==> config.mk <==
export PLATFORM = sky130hd
export DESIGN_NAME = xs_sound_cmd_queue
export DESIGN_NICKNAME = d
export VERILOG_FILES = /design/src/rtl/xs_sound_pkg.sv /design/src/rtl/xs_cmd_fifo.sv /design/src/rtl/xs_sound_cmd_queue.sv
export SDC_FILE = /design/constraint.sdc
export NUM_CORES = 1
export LEC_CHECK = 0
export BUFFER_PORTS_ARGS = -buffer_cell sky130_fd_sc_hd__buf_2
export CAP_MARGIN = 25
export CORE_UTILIZATION = 29
export CTS_CLUSTER_DIAMETER = 120
export CTS_CLUSTER_SIZE = 10
export DETAILED_ROUTE_END_ITERATION = 16
export PLACE_DENSITY = 0.51
export SYNTH_ARGS = -nofsm -noshare
export SYNTH_HDL_FRONTEND = slang
export SYNTH_SLANG_ARGS = --single-unit
==> constraint.sdc <==
create_clock -name clk -period 2.7 [get_ports clk]
set_input_delay 0.27 -clock clk [delete_from_list [all_inputs] [get_ports clk]]
set_output_delay 0.27 -clock clk [all_outputs]
set_load 0.03 [all_outputs]
==> src/rtl/xs_sound_pkg.sv <==
// rtl/xs_sound_pkg.sv - shared types and defaults for the sound command queue
// Contents:
//   sndq_state_t     IRQ sequencer state (IDLE, PRESENT, HOLD)
//   SNDQ_DEPTH_LOG2  default log2 of the command FIFO depth
//   SNDQ_HOLDOFF     default clk cycles between an acknowledge and the next IRQ
package xs_sound_pkg;

    typedef enum logic [1:0] {
        IDLE    = 2'd0,
        PRESENT = 2'd1,
        HOLD    = 2'd2
    } sndq_state_t;

    localparam int SNDQ_DEPTH_LOG2 = 3;
    localparam int SNDQ_HOLDOFF    = 64;

endpackage

==> src/rtl/xs_cmd_fifo.sv <==
// rtl/xs_cmd_fifo.sv - synchronous command FIFO with a registered head output
// Ports:
//   clk, rst_n   clock and asynchronous active-low reset
//   push, wdata  write request and data; ignored when full unless a pop lands in the same cycle
//   pop          read request; ignored when empty
//   full, empty  occupancy flags
//   level        entries held (0 .. 2**DEPTH_LOG2), saturating
//   head         registered copy of the oldest entry
module xs_cmd_fifo #(
    parameter int DEPTH_LOG2 = 3,
    parameter int WIDTH      = 8
) (
    input  logic                  clk,
    input  logic                  rst_n,
    input  logic                  push,
    input  logic [WIDTH-1:0]      wdata,
    input  logic                  pop,
    output logic                  full,
    output logic                  empty,
    output logic [DEPTH_LOG2:0]   level,
    output logic [WIDTH-1:0]      head
);

    localparam int DEPTH = 1 << DEPTH_LOG2;
    localparam logic [DEPTH_LOG2:0] FULL_LEVEL = {1'b1, {DEPTH_LOG2{1'b0}}};

    logic [WIDTH-1:0]      mem [DEPTH];
    logic [DEPTH_LOG2-1:0] wr_ptr;
    logic [DEPTH_LOG2-1:0] rd_ptr;
    logic [DEPTH_LOG2-1:0] rd_next;
    logic                  do_push;
    logic                  do_pop;

    assign full    = (level == FULL_LEVEL);
    assign empty   = (level == '0);
    assign do_pop  = pop && !empty;
    // A pop in the same cycle frees a slot, so a push at full is still accepted.
    assign do_push = push && (!full || do_pop);
    assign rd_next = rd_ptr + 1'b1;

    always_ff @(posedge clk) begin
        if (do_push) begin
            mem[wr_ptr] <= wdata;
        end
    end

    always_ff @(posedge clk or negedge rst_n) begin
        if (!rst_n) begin
            wr_ptr <= '0;
            rd_ptr <= '0;
            level  <= '0;
            head   <= '0;
        end else begin
            if (do_push) begin
                wr_ptr <= wr_ptr + 1'b1;
            end
            if (do_pop) begin
                rd_ptr <= rd_next;
            end

            case ({do_push, do_pop})
                2'b10:   level <= level + 1'b1;
                2'b01:   level <= level - 1'b1;
                default: level <= level;
            endcase

            // The head register tracks mem[rd_ptr]; when the slot it moves to is
            // being written this very cycle, take the write data directly.
            if (do_pop) begin
                if (do_push && (rd_next == wr_ptr)) begin
                    head <= wdata;
                end else begin
                    head <= mem[rd_next];
                end
            end else if (do_push && empty) begin
                head <= wdata;
            end
        end
    end

endmodule

==> src/rtl/xs_sound_cmd_queue.sv <==
// rtl/xs_sound_cmd_queue.sv - main-CPU to sound-CPU command queue with IRQ sequencing
// Ports:
//   clk       master clock
//   RSTn      asynchronous active-low reset
//   W3A08n    main-CPU sound-latch write strobe (active low); a rising edge pushes DB_in
//   DB_in     main-CPU data bus
//   lat_rd    sound CPU reading the latch region; rising edge clears IRQ, falling edge pops
//   pause_rq  freezes the holdoff counter and IRQ re-assertion
//   cmd_out   command presented to the sound-CPU data mux
//   irq_n     sound-CPU IRQ, active low
//   level     entries held, including the presented head
//   overflow  sticky: a write was dropped because the FIFO was full
module xs_sound_cmd_queue
    import xs_sound_pkg::*;
#(
    parameter int DEPTH_LOG2 = SNDQ_DEPTH_LOG2,
    parameter int HOLDOFF    = SNDQ_HOLDOFF
) (
    input  logic                clk,
    input  logic                RSTn,
    input  logic                W3A08n,
    input  logic [7:0]          DB_in,
    input  logic                lat_rd,
    input  logic                pause_rq,
    output logic [7:0]          cmd_out,
    output logic                irq_n,
    output logic [DEPTH_LOG2:0] level,
    output logic                overflow
);

    localparam int CNT_W = (HOLDOFF > 1) ? $clog2(HOLDOFF) : 1;
    localparam logic [CNT_W-1:0] CNT_LOAD = CNT_W'(HOLDOFF - 1);

    sndq_state_t state;
    logic        w_q;
    logic        lat_q;
    logic        read_seen;
    logic [CNT_W-1:0] cnt;

    logic        push_edge;
    logic        lat_rise;
    logic        lat_fall;
    logic        pop_req;
    logic        fifo_full;
    logic        fifo_empty;
    logic [7:0]  fifo_head;

    assign push_edge = W3A08n && !w_q;
    assign lat_rise  = lat_rd && !lat_q;
    assign lat_fall  = !lat_rd && lat_q;
    // Only a read that started while presenting acknowledges the command; a
    // falling edge left over from before (e.g. after reset) is ignored.
    assign pop_req   = (state == PRESENT) && lat_fall && read_seen;

    xs_cmd_fifo #(
        .DEPTH_LOG2 (DEPTH_LOG2),
        .WIDTH      (8)
    ) u_fifo (
        .clk   (clk),
        .rst_n (RSTn),
        .push  (push_edge),
        .wdata (DB_in),
        .pop   (pop_req),
        .full  (fifo_full),
        .empty (fifo_empty),
        .level (level),
        .head  (fifo_head)
    );

    always_ff @(posedge clk or negedge RSTn) begin
        if (!RSTn) begin
            w_q      <= 1'b1;
            lat_q    <= 1'b0;
            overflow <= 1'b0;
        end else begin
            w_q   <= W3A08n;
            lat_q <= lat_rd;
            if (push_edge && fifo_full && !pop_req) begin
                overflow <= 1'b1;
            end
        end
    end

    always_ff @(posedge clk or negedge RSTn) begin
        if (!RSTn) begin
            state     <= IDLE;
            cmd_out   <= 8'h00;
            irq_n     <= 1'b1;
            cnt       <= '0;
            read_seen <= 1'b0;
        end else begin
            case (state)
                IDLE: begin
                    irq_n <= 1'b1;
                    // A non-empty FIFO here means a push arrived on the last
                    // HOLD cycle; otherwise a fresh push is the new head.
                    if (!fifo_empty) begin
                        cmd_out <= fifo_head;
                        irq_n   <= 1'b0;
                        state   <= PRESENT;
                    end else if (push_edge) begin
                        cmd_out <= DB_in;
                        irq_n   <= 1'b0;
                        state   <= PRESENT;
                    end
                end

                PRESENT: begin
                    if (pop_req) begin
                        state     <= HOLD;
                        cnt       <= CNT_LOAD;
                        read_seen <= 1'b0;
                        irq_n     <= 1'b1;
                    end else if (lat_rise) begin
                        read_seen <= 1'b1;
                        irq_n     <= 1'b1;
                    end
                end

                HOLD: begin
                    irq_n <= 1'b1;
                    if (!pause_rq) begin
                        if (cnt == '0) begin
                            if (!fifo_empty) begin
                                cmd_out <= fifo_head;
                                irq_n   <= 1'b0;
                                state   <= PRESENT;
                            end else begin
                                state <= IDLE;
                            end
                        end else begin
                            cnt <= cnt - 1'b1;
                        end
                    end
                end

                default: begin
                    state <= IDLE;
                    irq_n <= 1'b1;
                end
            endcase
        end
    end

endmodule
# After elaboration in Yosys (flattened, before gate mapping)

Memory sizes are Yosys's and may differ from the RTL's.
Index checks and enable logic that the tools add are counted.

Reductions and logical operators: 30
Equal/unequal tests: 13
$add $sub $neg: 5
Multiplexer cells: 32

Operator list:

| operator                                                            | count |
|---|---|
| 8-bit two-way mux                                                   | 8 |
| 6-bit two-way mux                                                   | 3 |
| 8-bit one-hot mux with 2 select lines                               | 1 |
| 6-bit one-hot mux with 2 select lines                               | 1 |
| 1-bit logical AND                                                   | 11 |
| 1-bit two-way mux                                                   | 11 |
| 2-bit two-way mux                                                   | 5 |
| 2-bit != test (second input constant)                               | 5 |
| 2-bit nonzero test                                                  | 5 |
| 4-bit one-hot mux with 2 select lines                               | 1 |
| 4-bit AND reduction                                                 | 2 |
| 3-bit by 1-bit adder with 3-bit output (second input constant)      | 2 |
| 1-bit logical NOT                                                   | 6 |
| 6-bit logical NOT                                                   | 1 |
| 3-bit != test (second input constant)                               | 2 |
| 2-bit one-hot mux with 3 select lines                               | 1 |
| 6-bit by 1-bit subtractor with 6-bit output (second input constant) | 1 |
| 5-bit AND reduction                                                 | 1 |
| 4-bit by 1-bit adder with 4-bit output (second input constant)      | 1 |
| 2-bit by 1-bit == test with 1-bit output (second input constant)    | 2 |
| 2-bit == test (second input constant)                               | 2 |
| 4-bit == test (second input constant)                               | 1 |
| 4-bit logical NOT                                                   | 1 |
| 4-bit by 1-bit subtractor with 4-bit output (second input constant) | 1 |
| other kinds (5)                                                     | 5 |

Memory bits (writable): 64
Output and inout port bits: 14
Word-level logic and storage cells: 93
Flip-flop bits (word level): 39
Memories kept: 1
Input port bits: 13

Memory list:

| name       | depth | width | read ports | clocked after memory_dff | wr ports | RTL line          | source |
|---|---|---|---|---|---|---|---|
| u_fifo.mem | 8     | 8     | 1          | 0                        | 1        | xs_cmd_fifo.sv:27 | `logic [WIDTH-1:0] mem [DEPTH];` |

# Longest topological paths before layout

Depth after elaboration: 10
Mapped depth: 9
Depth with buffers taken out: 8

# Cells and area by module

From an unflattened synthesis, not the netlist that was laid out.

Cell total of the unflattened synthesis: 303
Area, all modules: 4593.2 µm²

By module, submodules not included:

| module             | cells an instance | area an instance (µm²) | seq. area each (µm²) | instances |
|---|---|---|---|---|
| xs_cmd_fifo        | 211               | 3538.4                 | 2372.3               | 1 |
| xs_sound_cmd_queue | 92                | 1054.8                 | 528.0                | 1 |

# Least setup slack after synthesis

OpenSTA, ideal clock, no wires.

Kind: reg-to-reg
From: register state[1]
To: memory u_fifo.mem[0][0], enable pin
Stages on the path, launching flop included: 6
Arrival: 1.896 ns
Period minus slack after synthesis: 2.279 ns
Setup time: 0.383 ns
Buffers on the path: 0
Required time: 2.317 ns
Setup slack: 0.421 ns
Cells stage by stage: dfrtp_1 and2b_1 nand2_1 a31oi_2 nand2b_1 nor3_1

Word-level cells in the longest chain between the ends: 8

Ends and longest elaborated chain:

| item                                     | RTL line                  | source |
|---|---|---|
| start: declaration                       | xs_sound_cmd_queue.sv:34  | `sndq_state_t state;` |
| start signal: assignment                 | xs_sound_cmd_queue.sv:86  | `state <= IDLE;` |
| start signal: assignment                 | xs_sound_cmd_queue.sv:100 | `state <= PRESENT;` |
| start signal: assignment                 | xs_sound_cmd_queue.sv:104 | `state <= PRESENT;` |
| 2-bit by 1-bit == test with 1-bit output | xs_sound_cmd_queue.sv:53  | `assign pop_req = (state == PRESENT) && lat_fall && read_seen;` |
| 1-bit logical AND (2 in a row)           | xs_sound_cmd_queue.sv:53  |  |
| 1-bit logical AND                        | xs_cmd_fifo.sv:36         | `assign do_pop = pop && !empty;` |
| 1-bit logical OR                         | xs_cmd_fifo.sv:38         | `assign do_push = push && (!full \|\| do_pop);` |
| 1-bit logical AND                        | xs_cmd_fifo.sv:38         |  |
| 1-bit two-way mux                        | xs_cmd_fifo.sv:42         | `if (do_push) begin` |
| 1-bit two-way mux (not written as such)  | xs_cmd_fifo.sv:43         | `mem[wr_ptr] <= wdata;` |
| end: declaration                         | xs_cmd_fifo.sv:27         |  |

Every way passes these cells.

# Worst setup path in the final report

From: register w_q
To: register u_fifo.level[2]

Word-level cells in the longest chain between the ends: 5
Elaborated cells between the ends (all ways): 7
Those cells by class: eq/ne: 2; mux: 1; reduce/logical: 4

Ends and longest elaborated chain:

| item                                                                               | RTL line                 | source |
|---|---|---|
| start: declaration                                                                 | xs_sound_cmd_queue.sv:35 | `logic w_q;` |
| start signal: assignment                                                           | xs_sound_cmd_queue.sv:76 | `w_q <= W3A08n;` |
| 1-bit logical NOT (*)                                                              | xs_sound_cmd_queue.sv:48 | `assign push_edge = W3A08n && !w_q;` |
| 1-bit logical AND (*)                                                              | xs_sound_cmd_queue.sv:48 |  |
| 1-bit logical AND (*)                                                              | xs_cmd_fifo.sv:38        |  |
| 2-bit by 1-bit == test with 1-bit output / 2-bit == test (equally long branches)   | xs_cmd_fifo.sv:61        | `case ({do_push, do_pop})` |
| 4-bit one-hot mux with 2 select lines / 2-bit nonzero test (equally long branches) | -                        |  |
| end signal: assignment                                                             | xs_cmd_fifo.sv:62        | `2'b10: level <= level + 1'b1;` |
| end signal: assignment                                                             | xs_cmd_fifo.sv:63        | `2'b01: level <= level - 1'b1;` |
| end signal: assignment                                                             | xs_cmd_fifo.sv:64        | `default: level <= level;` |
| end: declaration                                                                   | xs_cmd_fifo.sv:20        | `output logic [DEPTH_LOG2:0] level,` |

Every way passes the cells marked *; elsewhere a longest branch is shown, timed or not.
A chain may end at the register's enable or synchronous reset.

==> summary.md <==
| Metric | Value |
|---|---|
| Area of the core | 15200 um^2 |
| Crit Path Category | reg -> reg |
| Gr ovfl total | 0 |
| LEAKAGE | 1.99 nW |
| Num ports | 27 |
| Residual DRC count | 0 |
| Pwr Density | 1070 nW/um^2 |
| RSZ-0062 raised after global routing | false |
| First-pass GRT wire length | 15.2 mm |
| Tmin final | 2.11 ns |
| Synth Net Count | 324 |
| Seq cells post-synth | 103 |
| Commonest non-fill, non-tap cells in the layout | 64 x edfxtp_1, 37 x dfrtp_1, 26 x nor2_1, 26 x buf_2, 24 x nand2_1 |
| Logic pwr share | 38.1% |
| Final period utilization | 78.3% |
| Share of layout cells above drive strength 1 | 25.7% |
| Synth Instances | 306 |
| Fillers | 1514 |
| Synth Area in Compound Gates | 8.15% |
| # port buffers | 26 |
| Share of synthesized area occupied by flip-flops and latches | 64.0% |
| CP endpoint | u_fifo.level[2] |
| Clock Path Buffers | 2 |
| Asr flop ratio synth | 37.9% |
| Clock Skews | 0.00638 ns |
| Post-synthesis cell type count | 53 |
| Hold Path Class | in -> reg |
| Via/cell ratio | 4.83 |
| Launch point of the worst path | w_q |
| Routed wire per std cell | 16.9 um |
| CTS Root Buffer Type | clkbuf_16 |
| Mux contribution to synthesized area | 12.2% |
| Inst Count DP | 528 |
| Multi-input gate area | 1550 um^2 |
| Detail Placement HPWL | 6.29 mm |
| Final std cells w/o fill | 546 |
| P_int | 3.61 mW |
| Crit path launch type | register |
| Top_reg_cell synth | edfxtp_1 |
| Final antenna-violating net count | 0 |
| Via count of the first global-routing pass | 2759 |
| CTS HTree Levels | 3 |
| First DRT Iteration DRCs | 109 |
| Number of buffers created by CTS | 9 |
| Critical-path cell list | nand2b_1 -> nand3_1 -> a21o_2 -> ha_1 -> nor4_1 -> a31oi_1 -> xnor2_1 |
| Die area | 16100 um^2 |
| Largest delay share family, worst path | simple AND/OR/NAND/NOR gates |
| GRT Overall Usage | 12.7% |
| Max IR drop VDD | 351 uV |
| CTS tree | done |
| Critical Path Stages | 7 |
| Final hold vios | 0 |
| Simple-gate share of the synthesized area | 9.23% |
| CP Buf/Inv Count | 0 |
| Final Wtd Congestion | 0.714 |
| Slew HR | 52.7% |
| Post-synthesis xor/xnor area fraction | 3.01% |
| Fin util | 34.7% |
| Initial Util | 29.8% |
| Register area | 2900 um^2 |
| Worst r2r src | w_q |
| Least-Margin Pin Slew | 0.705 ns |
| Clock Latency Late Sink | 0.35 ns |
| CP Capture Type | register |
| Nets | 371 |
| Net Sw Power | 2.03 mW |
| Largest stage delay on the critical path | 0.53 ns |
| Largest family of logic cells by synthesized area | multiplexers |
| R2r setup slk | 0.59 ns |
| EDFF count, synth | 64 |
| Final std cell area, no fill | 5270 um^2 |
| Final setup fails | 0 |
| Post-Place Cell Area | 4970 um^2 |
| Status | finished clean |
| Synth top area share | 42.4% |
| Cells on worst reg2reg path | 7 |
| Clock sink count | 103 |
| Chip height | 127 um |
| Fmax | 473 MHz |
| Initial antenna violation count | 0 |
| Max Fanout on Critical Path | 8 |
| Layout area overhead | 16.4% |
| Switching share of power | 36.0% |
| Cell taking the most area after synthesis | edfxtp_1 |
| Post-Syn Area per Cell | 14.8 um^2 |
| DR vias | 2636 |
| Post-Syn Area | 4530 um^2 |
| Post-synthesis adder-cell area fraction | 1.38% |
| Crit path DAT | 2.33 ns |
| Warnings, synthesis | 0 |
| Largest net degree at the start of global routing | 40 |
| Largest cells by area after synthesis | edfxtp_1 42%, dfrtp_1 20%, mux4_2 8.0% |
| Req. time, crit path | 2.92 ns |
| TNS Setup | 0 ns |
| Most common cell after layout, fill and taps aside | edfxtp_1 |
| Max Cap Violations | 0 |
| Slew Viols, Final | 0 |
| N_diodes | 0 |
| Reg-to-Reg End | u_fifo.level[2] |
| Sequential share of power | 40.6% |
| Worst path slowest cell | dfstp_2 |
| Core Rows | 45 |
| Drt pass-1 iters | 4 |
| DIE WIDTH | 127 um |
| Clock Pin Slew Worst Setup and Hold Paths | 0.07 ns |
| Clock share of power | 21.3% |
| Final WL | 9.23 mm |
==> metrics by stage <==
stage | hold slack [ns] | total power, mW | setup WS, ns
floorplan | -0.0256 | 3.92 | 0.421
global route | 0.0259 | 6.03 | 0.398
global placement | 0.395 | 4.48 | 0.615
CTS | 0.0259 | 5.74 | 0.569
detailed placement | 0.399 | 4.52 | 0.598
finish | 0.0439 | 5.64 | 0.586
==> state kept, by name, summed over array words and instances (netlist names) <==
name,count
u_fifo.head,8
overflow,1
u_fifo.wr_ptr,3
cmd_out,8
irq_n,1
u_fifo.level,4
lat_q,1
read_seen,1
w_q,1
cnt,6
u_fifo.rd_ptr,3
state,2
u_fifo.mem,64
==> final cells by class <==
class / count / share of cell area (%)
repair buffers: 47 / 5.74
clock buffers: 9 / 4.27
clock inverters: 7 / 0.854
inverters: 4 / 0.285
flip-flops and latches: 103 / 55.0
well taps: 188 / 4.46
multi-input cells: 188 / 29.4
==> power groups by stage <==
stage	clock network, mW	registers [mW]	logic [mW]
2_1_floorplan	0	2.40	1.52
3_3_place_gp	0	2.31	2.17
3_5_place_dp	0	2.33	2.19
4_1_cts	1.24	2.29	2.20
5_1_grt	1.30	2.34	2.39
6_report	1.20	2.29	2.15
==> routing by layer <==
metal  vias up  wire length [um]  part of all wire [%]  track usage [%]
met5         -                 0                     0                0
met4         0               105                   1.1             4.13
met3         9               376                   4.1             3.73
met2        46              4500                    49             20.7
met1      1321              4250                    46             16.4
li1       1260                 -                     -                -
==> cell families (layout without fill, tap and decap cells) <==
group | count (synthesis) | after routing
DFF | 103 | 103
adders and majority gates | 5 | 5
muxes | 35 | 35
xor gates and xnor gates | 14 | 14
and+or+nand+nor | 83 | 83
AOI/OAI and AO/OA | 51 | 51
buffers and inverters | 15 | 67
==> what timing repair did <==
item	CTS	global route
hold buffers	0	1
hold endpoints to repair	0	14
gates resized for setup	0	0
buffers inserted	0	0
==> synth_stat cells, types with 2 or more instances <==
library cell and count:
nand3_1 4, buf_2 2, dfstp_2 2, nor3_1 6, clkbuf_1 3, dfrtp_1 37, or3_1 2, nand2b_1 6
a31oi_1 3, xnor2_1 9, inv_1 4, a211o_1 4, nand2_1 24, mux2_2 2, edfxtp_1 64, nand2_2 2
buf_6 3, o211ai_1 4, nor3_2 3, mux2i_1 17, mux4_2 16, a21oi_1 15, nor2b_1 2, xor2_1 4
o21ai_0 7, a22o_1 4, nor2_1 26, ha_1 5, buf_4 2
==> worst min-delay path by stage <==
stage                 from         end  slack [ns]  depth (start not counted)
floorplan             RSTn  cmd_out[0]       -0.03                          0
global placement    W3A08n         w_q        0.40                          1
detailed placement  W3A08n         w_q        0.40                          1
CTS                 W3A08n         w_q        0.03                          1
global route        W3A08n         w_q        0.03                          1
finish              W3A08n         w_q        0.04                          1
Power figures use the tool's default switching activity.
